===== src/rtl/psk_symbol_mapper_pkg.sv =====
// Shared constants, FSM state type and constellation helpers for the PSK symbol mapper.
package psk_tx_pkg;

  localparam logic [3:0] MODE_BPSK = 4'b0001;
  localparam logic [3:0] MODE_QPSK = 4'b0010;
  localparam logic [3:0] MODE_MIX  = 4'b0100;

  typedef enum logic {IDLE, SEND} state_t;

  // Gray-coded dibit to phase increment: 00->0, 01->1, 11->2, 10->3
  function automatic logic [1:0] gray_to_inc(input logic [1:0] g);
    case (g)
      2'b00:   return 2'd0;
      2'b01:   return 2'd1;
      2'b11:   return 2'd2;
      default: return 2'd3;
    endcase
  endfunction

  // Phase index to {i_neg, q_neg}: p0=(+,+) p1=(-,+) p2=(-,-) p3=(+,-)
  function automatic logic [1:0] phase_sign(input logic [1:0] p);
    return {p[1] ^ p[0], p[1]};
  endfunction

endpackage


===== src/rtl/psk_symbol_mapper_if.sv =====
// AXI-Stream byte input of the PSK symbol mapper.
interface psk_symbol_mapper_if #(
  parameter int DATA_W = 8
);
  logic [DATA_W-1:0] data_tdata;
  logic              data_tvalid;
  logic              data_tready;
  logic              data_tlast;
  logic              data_tuser;

  modport master (output data_tdata, data_tvalid, data_tlast, data_tuser, input data_tready);
  modport slave  (input data_tdata, data_tvalid, data_tlast, data_tuser, output data_tready);
endinterface


===== src/rtl/psk_delay_line.sv =====
// Variable-tap alignment delay; tap 0 is a pass-through, taps above DELAY_MAX saturate.
module psk_delay_line #(
  parameter  int WIDTH     = 1,
  parameter  int DELAY_MAX = 15,
  localparam int DW        = $clog2(DELAY_MAX + 1)
) (
  input  logic             clk,
  input  logic             rst_n,
  input  logic [DW-1:0]    dly,
  input  logic [WIDTH-1:0] d,
  output logic [WIDTH-1:0] q
);
  logic [DELAY_MAX-1:0][WIDTH-1:0] dl_pipe;
  logic [DW-1:0]                   tap;

  assign tap = (dly > DW'(DELAY_MAX)) ? DW'(DELAY_MAX) : dly;

  always_ff @(posedge clk or negedge rst_n) begin
    if (!rst_n) begin
      dl_pipe <= '0;
    end else begin
      dl_pipe[0] <= d;
      for (int i = 1; i < DELAY_MAX; i++) dl_pipe[i] <= dl_pipe[i-1];
    end
  end

  always_comb begin
    q = d;
    if (tap != '0) q = dl_pipe[tap - DW'(1)];
  end
endmodule


===== src/rtl/psk_symbol_mapper.sv =====
// Serialises AXIS bytes MSB-first into BPSK/QPSK/MIX I/Q DAC levels held SPS clocks per symbol.
// Define PSK_TX_DIFF_ENC_EN for differential (phase-accumulating) encoding.
module psk_symbol_mapper
  import psk_tx_pkg::*;
#(
  parameter int DATA_W    = 8,
  parameter int DAC_W     = 12,
  parameter int SPS       = 16,
  parameter int AMP       = 1024,
  parameter int DELAY_MAX = 15
) (
  input  logic                             clk_16M384,
  input  logic                             rst_n_16M384,
  input  logic [3:0]                       MODE_CTRL,
  input  logic [$clog2(DELAY_MAX+1)-1:0]   DELAY_CNT,
  psk_symbol_mapper_if.slave               data,
  output logic signed [DAC_W-1:0]          DAC_I,
  output logic signed [DAC_W-1:0]          DAC_Q,
  output logic [1:0]                       DAC_bits,
  output logic                             DAC_vld,
  output logic                             Tx_1bit,
  output logic                             frame_done
);
  localparam int CNT_W = $clog2(SPS);
  localparam int SYM_W = $clog2(DATA_W);
  localparam int DL_W  = 2*DAC_W + 5;
  localparam logic signed [DAC_W-1:0] POS = DAC_W'(AMP);
  localparam logic signed [DAC_W-1:0] NEG = -POS;

  state_t            state;
  logic [DATA_W-1:0] sh;
  logic              qpsk_l, tlast_l;
  logic [CNT_W-1:0]  cnt;
  logic [SYM_W-1:0]  sym;
  logic [1:0]        sym_bits;
  logic              i_neg, q_neg;
  logic              mode_ok, load_qpsk, last_sym, sym_end, byte_end, hs;

  logic signed [DAC_W-1:0] i_r, q_r;
  logic [1:0]              bits_r;
  logic                    vld_r, tx_r, fd_r;
  logic [DL_W-1:0]         dl_q;

  assign mode_ok   = (MODE_CTRL == MODE_BPSK) | (MODE_CTRL == MODE_QPSK) | (MODE_CTRL == MODE_MIX);
  assign load_qpsk = (MODE_CTRL == MODE_QPSK) | ((MODE_CTRL == MODE_MIX) & ~data.data_tuser);
  assign last_sym  = qpsk_l ? (sym == SYM_W'(DATA_W/2 - 1)) : (sym == SYM_W'(DATA_W - 1));
  assign sym_end   = (cnt == CNT_W'(SPS - 1));
  assign byte_end  = (state == SEND) & sym_end & last_sym;
  // Reset gates ready so nothing is accepted while the block is held in reset.
  assign data.data_tready = rst_n_16M384 & mode_ok & ((state == IDLE) | byte_end);
  assign hs = data.data_tvalid & data.data_tready;

`ifdef PSK_TX_DIFF_ENC_EN
  logic [1:0] p_base, p_cur;

  always_comb begin
    sym_bits = qpsk_l ? sh[DATA_W-1 -: 2] : {1'b0, sh[DATA_W-1]};
    p_cur    = qpsk_l ? (p_base + gray_to_inc(sym_bits)) : {1'b0, p_base[0] ^ sym_bits[0]};
    {i_neg, q_neg} = phase_sign(p_cur);
  end
`else
  always_comb begin
    sym_bits = qpsk_l ? sh[DATA_W-1 -: 2] : {1'b0, sh[DATA_W-1]};
    i_neg    = qpsk_l ? sym_bits[1] : sym_bits[0];
    q_neg    = sym_bits[0];
  end
`endif

  always_ff @(posedge clk_16M384 or negedge rst_n_16M384) begin
    if (!rst_n_16M384) begin
      state   <= IDLE;
      sh      <= '0;
      qpsk_l  <= 1'b0;
      tlast_l <= 1'b0;
      cnt     <= '0;
      sym     <= '0;
      i_r     <= '0;
      q_r     <= '0;
      bits_r  <= '0;
      vld_r   <= 1'b0;
      tx_r    <= 1'b0;
      fd_r    <= 1'b0;
`ifdef PSK_TX_DIFF_ENC_EN
      p_base  <= '0;
`endif
    end else begin
      if (state == SEND) begin
        vld_r  <= 1'b1;
        bits_r <= sym_bits;
        tx_r   <= sh[DATA_W-1];
        i_r    <= i_neg ? NEG : POS;
        q_r    <= !qpsk_l ? '0 : (q_neg ? NEG : POS);
        fd_r   <= byte_end & tlast_l;
      end else begin
        vld_r  <= 1'b0;
        bits_r <= '0;
        tx_r   <= 1'b0;
        i_r    <= '0;
        q_r    <= '0;
        fd_r   <= 1'b0;
      end

      if (hs) begin
        state   <= SEND;
        sh      <= data.data_tdata;
        qpsk_l  <= load_qpsk;
        tlast_l <= data.data_tlast;
        cnt     <= '0;
        sym     <= '0;
      end else if (state == SEND) begin
        if (sym_end) begin
          cnt <= '0;
          if (last_sym) begin
            state <= IDLE;
          end else begin
            sym <= sym + SYM_W'(1);
            sh  <= qpsk_l ? (sh << 2) : (sh << 1);
          end
        end else begin
          cnt <= cnt + CNT_W'(1);
        end
      end

`ifdef PSK_TX_DIFF_ENC_EN
      // Phase restarts for a byte loaded from IDLE or right after a frame end.
      if (hs && ((state == IDLE) || tlast_l)) p_base <= '0;
      else if ((state == SEND) && sym_end)    p_base <= p_cur;
`endif
    end
  end

  psk_delay_line #(.WIDTH(DL_W), .DELAY_MAX(DELAY_MAX)) u_dly (
    .clk   (clk_16M384),
    .rst_n (rst_n_16M384),
    .dly   (DELAY_CNT),
    .d     ({vld_r, bits_r, tx_r, fd_r, i_r, q_r}),
    .q     (dl_q)
  );

  assign {DAC_vld, DAC_bits, Tx_1bit, frame_done, DAC_I, DAC_Q} = dl_q;
endmodule

===== src/flat_wrapper.sv =====
// flat-port wrapper written by rule: the top's interface ports become plain ports
module psk_symbol_mapper_flat import psk_tx_pkg::*;
#(
  parameter int DATA_W    = 8,
  parameter int DAC_W     = 12,
  parameter int SPS       = 16,
  parameter int AMP       = 1024,
  parameter int DELAY_MAX = 15
)
  (clk_16M384, rst_n_16M384, MODE_CTRL, DELAY_CNT, DAC_I, DAC_Q, DAC_bits, DAC_vld, Tx_1bit, frame_done, data_data_tdata, data_data_tvalid, data_data_tlast, data_data_tuser, data_data_tready);
  psk_symbol_mapper_if #(.DATA_W(DATA_W)) data_i ();
  input  logic clk_16M384;
  input  logic rst_n_16M384;
  input  logic [3:0] MODE_CTRL;
  input  logic [$clog2(DELAY_MAX+1)-1:0] DELAY_CNT;
  output logic signed [DAC_W-1:0] DAC_I;
  output logic signed [DAC_W-1:0] DAC_Q;
  output logic [1:0] DAC_bits;
  output logic DAC_vld;
  output logic Tx_1bit;
  output logic frame_done;
  input wire logic [$bits(data_i.data_tdata)-1:0] data_data_tdata;
  input wire logic [$bits(data_i.data_tvalid)-1:0] data_data_tvalid;
  input wire logic [$bits(data_i.data_tlast)-1:0] data_data_tlast;
  input wire logic [$bits(data_i.data_tuser)-1:0] data_data_tuser;
  output wire logic [$bits(data_i.data_tready)-1:0] data_data_tready;
  assign data_i.data_tdata = data_data_tdata;
  assign data_i.data_tvalid = data_data_tvalid;
  assign data_i.data_tlast = data_data_tlast;
  assign data_i.data_tuser = data_data_tuser;
  assign data_data_tready = data_i.data_tready;
  psk_symbol_mapper #(.DATA_W(DATA_W), .DAC_W(DAC_W), .SPS(SPS), .AMP(AMP), .DELAY_MAX(DELAY_MAX)) u_core (.clk_16M384(clk_16M384), .rst_n_16M384(rst_n_16M384), .MODE_CTRL(MODE_CTRL), .DELAY_CNT(DELAY_CNT), .data(data_i), .DAC_I(DAC_I), .DAC_Q(DAC_Q), .DAC_bits(DAC_bits), .DAC_vld(DAC_vld), .Tx_1bit(Tx_1bit), .frame_done(frame_done));
endmodule

===== config.mk =====
export PLATFORM = sky130hd
export DESIGN_NAME = psk_symbol_mapper_flat
export DESIGN_NICKNAME = d
export VERILOG_FILES = /design/src/rtl/psk_symbol_mapper_pkg.sv /design/src/rtl/psk_symbol_mapper_if.sv /design/src/rtl/psk_delay_line.sv /design/src/rtl/psk_symbol_mapper.sv /design/src/flat_wrapper.sv
export SDC_FILE = /design/constraint.sdc
export NUM_CORES = 1
export LEC_CHECK = 0
export CORE_MARGIN = 5
export CORE_UTILIZATION = 35
export CTS_BUF_LIST = sky130_fd_sc_hd__clkbuf_16
export DETAILED_ROUTE_END_ITERATION = 10
export PLACE_DENSITY_LB_ADDON = 0.08
export REMOVE_ABC_BUFFERS = 1
export SYNTH_ARGS = -nofsm -noshare
export SYNTH_HDL_FRONTEND = slang
export SYNTH_SLANG_ARGS = --single-unit

===== constraint.sdc =====
create_clock -name clk_16M384 -period 11.5 [get_ports clk_16M384]
set_input_delay 2.3 -clock clk_16M384 [delete_from_list [all_inputs] [get_ports clk_16M384]]
set_output_delay 2.3 -clock clk_16M384 [all_outputs]
set_load 0.005 [all_outputs]

==> metrics.md, run 1 <==
| Metric | Value |
|---|---|
| Initial antenna violation count | `0` |
| DR WL/cell | `16.5 um` |
| Highest routed metal layer | `met4` |
| Switch Pwr | `just under 0.0004 W` |
| Clk pwr share | `36.5%` |
| Arr. time, crit path | `6160 ps` |
| Die Wd | `136 um` |
| PostCTS Resize Cnt | `0` |
| Skew final | `7.56 ps` |
| Sequential share of the synthesized area | `65.5%` |
| Hpwl dp | `6940 um` |
| Worst setup path category | `in2out` |
| Setup violations, final | `0` |
| Final Hold Viols | `0` |
| Setup bufs post-CTS | `0` |
| Tcrit/Tclk final | `around three quarters` |
| Antenna cell count | `0` |
| CP max-delay cell | `xor2_4` |
| Layout Nets | `440` |
| Crit-path max cell delay | `620 ps` |
| Crit-path most repeated cell | `clkdlybuf4s50_1` |
| CP endpoint kind | `primary output` |
| Worst Path Max Fanout | `36` |
| Post-route ant nets | `0` |
| # hold bufs at CTS | `0` |
| Vias post-DR | `3078` |
| RD Place Congestion | `0.720` |
| Final min period | `8460 ps` |
| Total die area | `18600 um^2` |
| Synthesized instance count | `379` |
| Total design power | `0.00153 W` |
| Cell variety after synth | `40` |
| Layout cell share with drive strength beyond 1 | `13.1%` |
| Top post-synthesis cells by area | `dfrtp_1, mux4_1, mux2_2` |
| Buffers on Ports | `30` |
| P per Cell Area | `231 nW/um^2` |
| Worst-path clk slew | `60 ps` |
| Maximum clock frequency | `118 MHz` |
| Top FF cell, synth | `dfrtp_1` |
| Internal Power | `0.00114 W` |
| Initial Utilization | `35.4%` |
| # DRC | `0` |
| Number of synthesized flops with an enable pin | `0` |
| Worst vdd ir | `0.111 mV` |
| Cell Area, Synth | `about 5600 um^2` |
| Later-pin clock latency in the skew report | `about 420 ps` |
| First-pass DRT Iterations | `5` |
| Most frequent cells in the layout | `dfrtp_1, clkdlybuf4s50_1, nor2_1` |
| Ys Warns | `0` |
| Sequential power share | `roughly 50%` |
| CTS max path bufs | `2` |
| Setup tns final | `0 ps` |
| Met3 WL post-DR | `520 um` |
| Crit-path cells | `clkdlybuf4s50_1 -> buf_4 -> inv_1 -> ha_1 -> xor2_4 -> mux4_1 -> and2_1 -> a211oi_1 -> a311oi_1 -> clkdlybuf4s50_1` |
| Vias in the first global route | `3164` |
| Vias/cell | `4.79` |
| Clock sink count | `about 150` |
| CTS Buf Count | `17` |
| P_leak | `3.07 nW` |
| Met2 WL | `4300 um` |
| Global-route wire length before repair | `17800 um` |
| Relative slew margins | `37.4%` |
| HP Class | `reg2reg` |
| Pin count of the biggest net entering global routing | `78` |
| Site Rows | `46` |
| # IOs | `~50` |
| RSZ-0062 raised after global routing | `false` |
| Sw Ratio | `25.5%` |
| Root Driver | `clkbuf_16` |
| Leading area contributor after synthesis | `dfrtp_1` |
| Most common cell after layout, fill and taps aside | `dfrtp_1` |
| Area added between synthesis and finish | `18.7%` |
| Total GRT Usage | `12.8%` |
| H-tree depth | `4` |
| Slew @ Worst Pin | `about 940 ps` |
| Post-Syn Area per Cell | `about 15 um^2` |
| Core Region | `roughly 16000 um^2` |
| Final slew viol count | `0` |
| Synthesized flop and latch total | `146` |
| Drt total wl | `10600 um` |
| Met1 wire length | `5560 um` |
| Top cell type's share of synthesized area | `between 60 and 70%` |
| CTS tree | `built` |
| Status | `finished, final reports clean` |
| DRT iter0 DRCs | `206` |
| Comb pwr share | `14.0%` |
| Worst setup SP type | `primary input` |
| Async S/R FF share, synth | `100%` |
| Max Cap Violations | `0` |
| CP Data Required Time | `between 9000 and 10000 ps` |
| DIE HEIGHT | `136 um` |
| Grt total ovfl | `0` |
[worst max-delay path, delay by kind of cell]
kind	cells	cell delay (ps)
buffers and inverters	4	1660
xor gates and xnor gates	1	620
muxes	1	620
AOI/OAI and AO/OA	2	400
adders and majority gates	1	370
and+or+nand+nor	1	160
[final timing paths]
| path | start | to | slack [ps] | depth (start not counted) |
|---|---|---|---|---|
| min in group asynchronous | rst_n_16M384 | u_core.u_dly.dl_pipe[358]$_DFF_PN0_ | 1890 | 1 |
| max in group asynchronous | rst_n_16M384 | u_core.u_dly.dl_pipe[114]$_DFF_PN0_ | 8220 | 2 |
| setup / recovery | DELAY_CNT[0] | Tx_1bit | 3040 | 10 |
| hold reg to reg | u_core.u_dly.dl_pipe[142]$_DFF_PN0_ | u_core.u_dly.dl_pipe[171]$_DFF_PN0_ | 360 | 0 |
| setup reg to reg | u_core.qpsk_l$_DFFE_PN0P_ | u_core.sh[4]$_DFFE_PN0P_ | 9240 | 6 |
| hold / removal | u_core.u_dly.dl_pipe[142]$_DFF_PN0_ | u_core.u_dly.dl_pipe[171]$_DFF_PN0_ | 360 | 0 |
[cells by family (layout without fill, tap and decap cells)]
kind of cell             Yosys count  after routing  share of synthesized area, %
AND/OR/NAND/NOR                   79             79                          7.36
adder cells (fa/ha/maj)            4              4                         0.898
other                              1             20                        0.0672
multiplexers                      42             42                          12.6
buffers and inverters             43             72                          4.62
flip-flops                       146            146                          65.5
XOR/XNOR                           6              6                          1.28
AO/OA/AOI/OAI                     58             58                          7.65
[stage by stage]
stage	setup slack, ps	util, %	std cells	hold WS (ps)	instance area, um^2
2_1_floorplan	4950	-	361	346	5410
6_report	3040	42.0	643	358	6620
3_5_place_dp	2980	38.2	612	354	6020
3_3_place_gp	3020	38.2	612	348	6020
4_1_cts	2970	42.0	643	359	6620
5_1_grt	2760	42.0	643	373	6620
[synth_stat cells, drive strengths merged (2+ instances only)]
master    n
a311oi    9
buf      29
a21oi     4
and3     12
mux4     16
clkbuf    8
a21o      2
nor3b     9
o21ai    18
and2     11
nand2    16
nor2     24
xor2      4
a211oi    8
xnor2     2
ha        4
a221o     3
nor3      3
dfrtp   146
mux2     18
mux2i     8
a222oi    8
inv       6
[area by class of cell]
| type | instances | area [um^2] |
|---|---|---|
| fill | 1477 | 9150 |
| clock inverter | 14 | 173 |
| inverter | 6 | 22.5 |
| sequential | 146 | 3650 |
| clock buffer | 17 | 425 |
| tap | 216 | 270 |
| timing repair buffer | 35 | 339 |
| multi-input combinational | 209 | 1740 |
[power by group through the flow]
stage / registers (W) / clock network, W / logic, W
after floorplan: 0.000727 / 0 / 0.000151
after global placement: 0.000763 / 0 / 0.000214
after detailed placement: 0.000765 / 0 / 0.000217
after CTS: 0.000759 / 0.000573 / 0.000218
after global routing: 0.000777 / 0.000595 / 0.000241
final: 0.000757 / 0.000558 / 0.000215
[registers in the layout, indices dropped and copies added (netlist names), 2 cells and up]
| register | cells |
|---|---|
| u_core.u_dly.dl_pipe | 120 |
| u_core.sh | 8 |
| u_core.cnt | 4 |
| u_core.sym | 3 |
| u_core.bits_r | 2 |
| u_core.i_r | 2 |
| u_core.q_r | 2 |
[routing by layer]
layer,vias up,GRT usage [%]
met2,89,16.5
met1,1557,19.4
met5,-,0
li1,1418,-
met4,0,6.55
met3,14,3.37
Note: power is estimated with default switching activity, not from simulation.
==> inputs of run 2 (changes only) <==
==> constraint.sdc (replaced) <==
create_clock -name clk_16M384 -period 7.1 [get_ports clk_16M384]
set_input_delay 1.42 -clock clk_16M384 [delete_from_list [all_inputs] [get_ports clk_16M384]]
set_output_delay 1.42 -clock clk_16M384 [all_outputs]
set_load 0.005 [all_outputs]
==> run 2 against run 1 <==
Clock skew up 0.78 ps. Via count is 0.23% lower. Sequential share of layout area rose by 0.084 points. Non-clock buffer count is 2 higher. Critical path type unchanged. Highest routed layer unchanged.
==> metrics.md, run 2 (synthesized netlist as in run 1, its figures left out) <==
| Metric | Value |
|---|---|
| P per Cell Area | `371 nW/um^2 (+60%)` |
| Top Registers | `u_core.u_dly.dl_pipe x120, u_core.sh x8, u_core.cnt x4` |
| Die Wd | `136 um (unchanged)` |
| Worst setup path category | `in2out` |
| Final Hold Viols | `0 (unchanged)` |
| Hold endpoint | `u_core.u_dly.dl_pipe[286]$_DFF_PN0_` |
| DIE HEIGHT | `136 um (unchanged)` |
| DRT iter0 DRCs | `191 (-7.3%)` |
| Pin count of the biggest net entering global routing | `80 (+2.6%)` |
| Core Region | `15800 um^2 (unchanged)` |
| Antenna cell count | `0 (unchanged)` |
| Root Driver | `clkbuf_16` |
| HP Class | `reg2reg` |
| Vias post-DR | `3071 (-0.23%)` |
| CP Data Required Time | `5680 ps (-3520 ps)` |
| Slew @ Worst Pin | `965 ps (+25.8 ps)` |
| Skew final | `8.35 ps (+0.783 ps)` |
| Clock sink count | `146 (unchanged)` |
| Tcrit/Tclk final | `86.1%` |
| Maximum clock frequency | `164 MHz` |
| Setup tns final | `0 ps (unchanged)` |
| H-tree depth | `4 (unchanged)` |
| Hold Crit Start | `u_core.u_dly.dl_pipe[257]$_DFF_PN0_` |
| DR WL/cell | `17.4 um (+5.5%)` |
| Most frequent cells in the layout | `dfrtp_1, clkdlybuf4s50_1, nor2_1` |
| Max Cap Violations | `0 (unchanged)` |
| Worst setup startpoint | `DELAY_CNT[0]` |
| Initial Utilization | `35.4% (unchanged)` |
| # hold bufs at CTS | `0 (unchanged)` |
| Vias in the first global route | `3300 (+4.3%)` |
| # IOs | `51 (unchanged)` |
| Relative slew margins | `35.6% (-1.7 points)` |
| # DRC | `0 (unchanged)` |
| Layout cell share with drive strength beyond 1 | `13.6% (+0.44 points)` |
| Worst vdd ir | `0.189 mV (+70%)` |
| Reg2reg setup slack | `4800 ps (-4440 ps)` |
| Initial antenna violation count | `0 (unchanged)` |
| Setup violations, final | `0 (unchanged)` |
| CP endpoint kind | `primary output` |
| Filler instances | `1456 (-1.4%)` |
| Most common cell after layout, fill and taps aside | `dfrtp_1` |
| Buffers on Ports | `30 (unchanged)` |
| Worst setup SP type | `primary input` |
| Drt total wl | `11200 um (+5.7%)` |
| P_leak | `3.07 nW (about the same)` |
| Post-route ant nets | `0 (unchanged)` |
| Total die area | `18600 um^2 (unchanged)` |
| Grt total ovfl | `0 (unchanged)` |
| CTS max path bufs | `2 (unchanged)` |
| Worst Path Max Fanout | `18 (-50%)` |
| Global-route wire length before repair | `18400 um (+3.7%)` |
| Final slew viol count | `0 (unchanged)` |
| RSZ-0062 raised after global routing | `false` |
| Total GRT Usage | `13.3% (+0.57 points)` |
| PostCTS Resize Cnt | `0 (unchanged)` |
| Final worst slack | `984 ps (-2050 ps)` |
| First-pass DRT Iterations | `6 (+1)` |
| RR Endpoint | `u_core.sh[5]$_DFFE_PN0P_` |
| Worst r2r src | `u_core.qpsk_l$_DFFE_PN0P_` |
| Pre-CTS setup slack | `933 ps (-2050 ps)` |
| Worst-path clk slew | `50 ps (about the same)` |
| Later-pin clock latency in the skew report | `420 ps (about the same)` |
| Area added between synthesis and finish | `18.5%` |
| Layout Nets | `442 (+0.45%)` |
| CTS Buf Count | `17 (unchanged)` |
| Worst reg2reg path depth | `6 (unchanged)` |
| Biggest register | `u_core.u_dly.dl_pipe` |
| Site Rows | `46 (unchanged)` |
| Hpwl dp | `7110 um (+2.4%)` |
| RD Place Congestion | `0.739 (+2.6%)` |
| Hold depth | `0 (unchanged)` |
| Status | `finished, final reports clean` |
| Max reg flops | `120 (unchanged)` |
| Setup bufs post-CTS | `0 (unchanged)` |
| CTS tree | `built` |
| Arr. time, crit path | `4700 ps (-1460 ps)` |
| Final min period | `about 6000 ps` |
| Vias/cell | `4.77 (-0.38%)` |
[run 2: changes by cell type in the layout (fill, tap and decap cells not counted), sizes merged]
| cell | before | now |
|---|---|---|
| bufinv | 4 | 3 |
| buf | 6 | 8 |
[run 2: layer usage]
metal  routed length, um  track usage (%)
met4                 192             5.49
met5                   0                0
met1                5760             19.0
met3                 498             4.33
met2                4760             18.8
[run 2: worst max-delay path by stage]
stage	to	slack (ps)	depth (start not counted)
2_1_floorplan	DAC_I[10]	2310	7
3_3_place_gp	DAC_bits[1]	950	9
3_5_place_dp	DAC_Q[11]	930	10
4_1_cts	DAC_Q[11]	950	10
5_1_grt	DAC_vld	750	9
6_report	DAC_Q[11]	980	9
[run 2: where the power goes]
part           switching [W]  internal [W]  total, W  leakage [nW]
Sequential          0.000152       0.00107   0.00123          1.88
Combinational       0.000155      0.000195  0.000349         0.905
Clock               0.000333      0.000542  0.000875         0.280
[run 2: layout make-up]
| class | instances | area, um^2 | share of cell area [%] |
|---|---|---|---|
| Clock buffer | 17 | 425 | 6.44 |
| Clock inverter | 13 | 148 | 2.23 |
| Inverter | 6 | 22.5 | 0.341 |
| Multi-Input combinational cell | 209 | 1740 | 26.3 |
| Sequential cell | 146 | 3650 | 55.3 |
| Tap cell | 216 | 270 | 4.09 |
| Timing Repair Buffer | 37 | 354 | 5.36 |
[run 2: worst max-delay path, stage by stage]
cell	delay (ps)
clkdlybuf4s50_1	490
inv_1	50
buf_4	170
ha_1	290
xor2_4	630
and2_1	530
a222oi_1	140
a311oi_1	400
clkdlybuf4s50_1	570
[run 2: through the flow]
| step | instance area [um^2] | hold WS [ps] | power, W | utilization [%] | instances |
|---|---|---|---|---|---|
| finish | 6610 | 364 | 0.00245 | 41.9 | 644 |
| global route | 6610 | 375 | 0.00259 | 41.9 | 644 |
| CTS | 6610 | 367 | 0.00248 | 41.9 | 644 |
| detailed placement | 6040 | 354 | 0.00159 | 38.3 | 614 |
| global placement | 6040 | 347 | 0.00159 | 38.3 | 614 |
| floorplan | 5410 | 346 | 0.00142 | - | 361 |
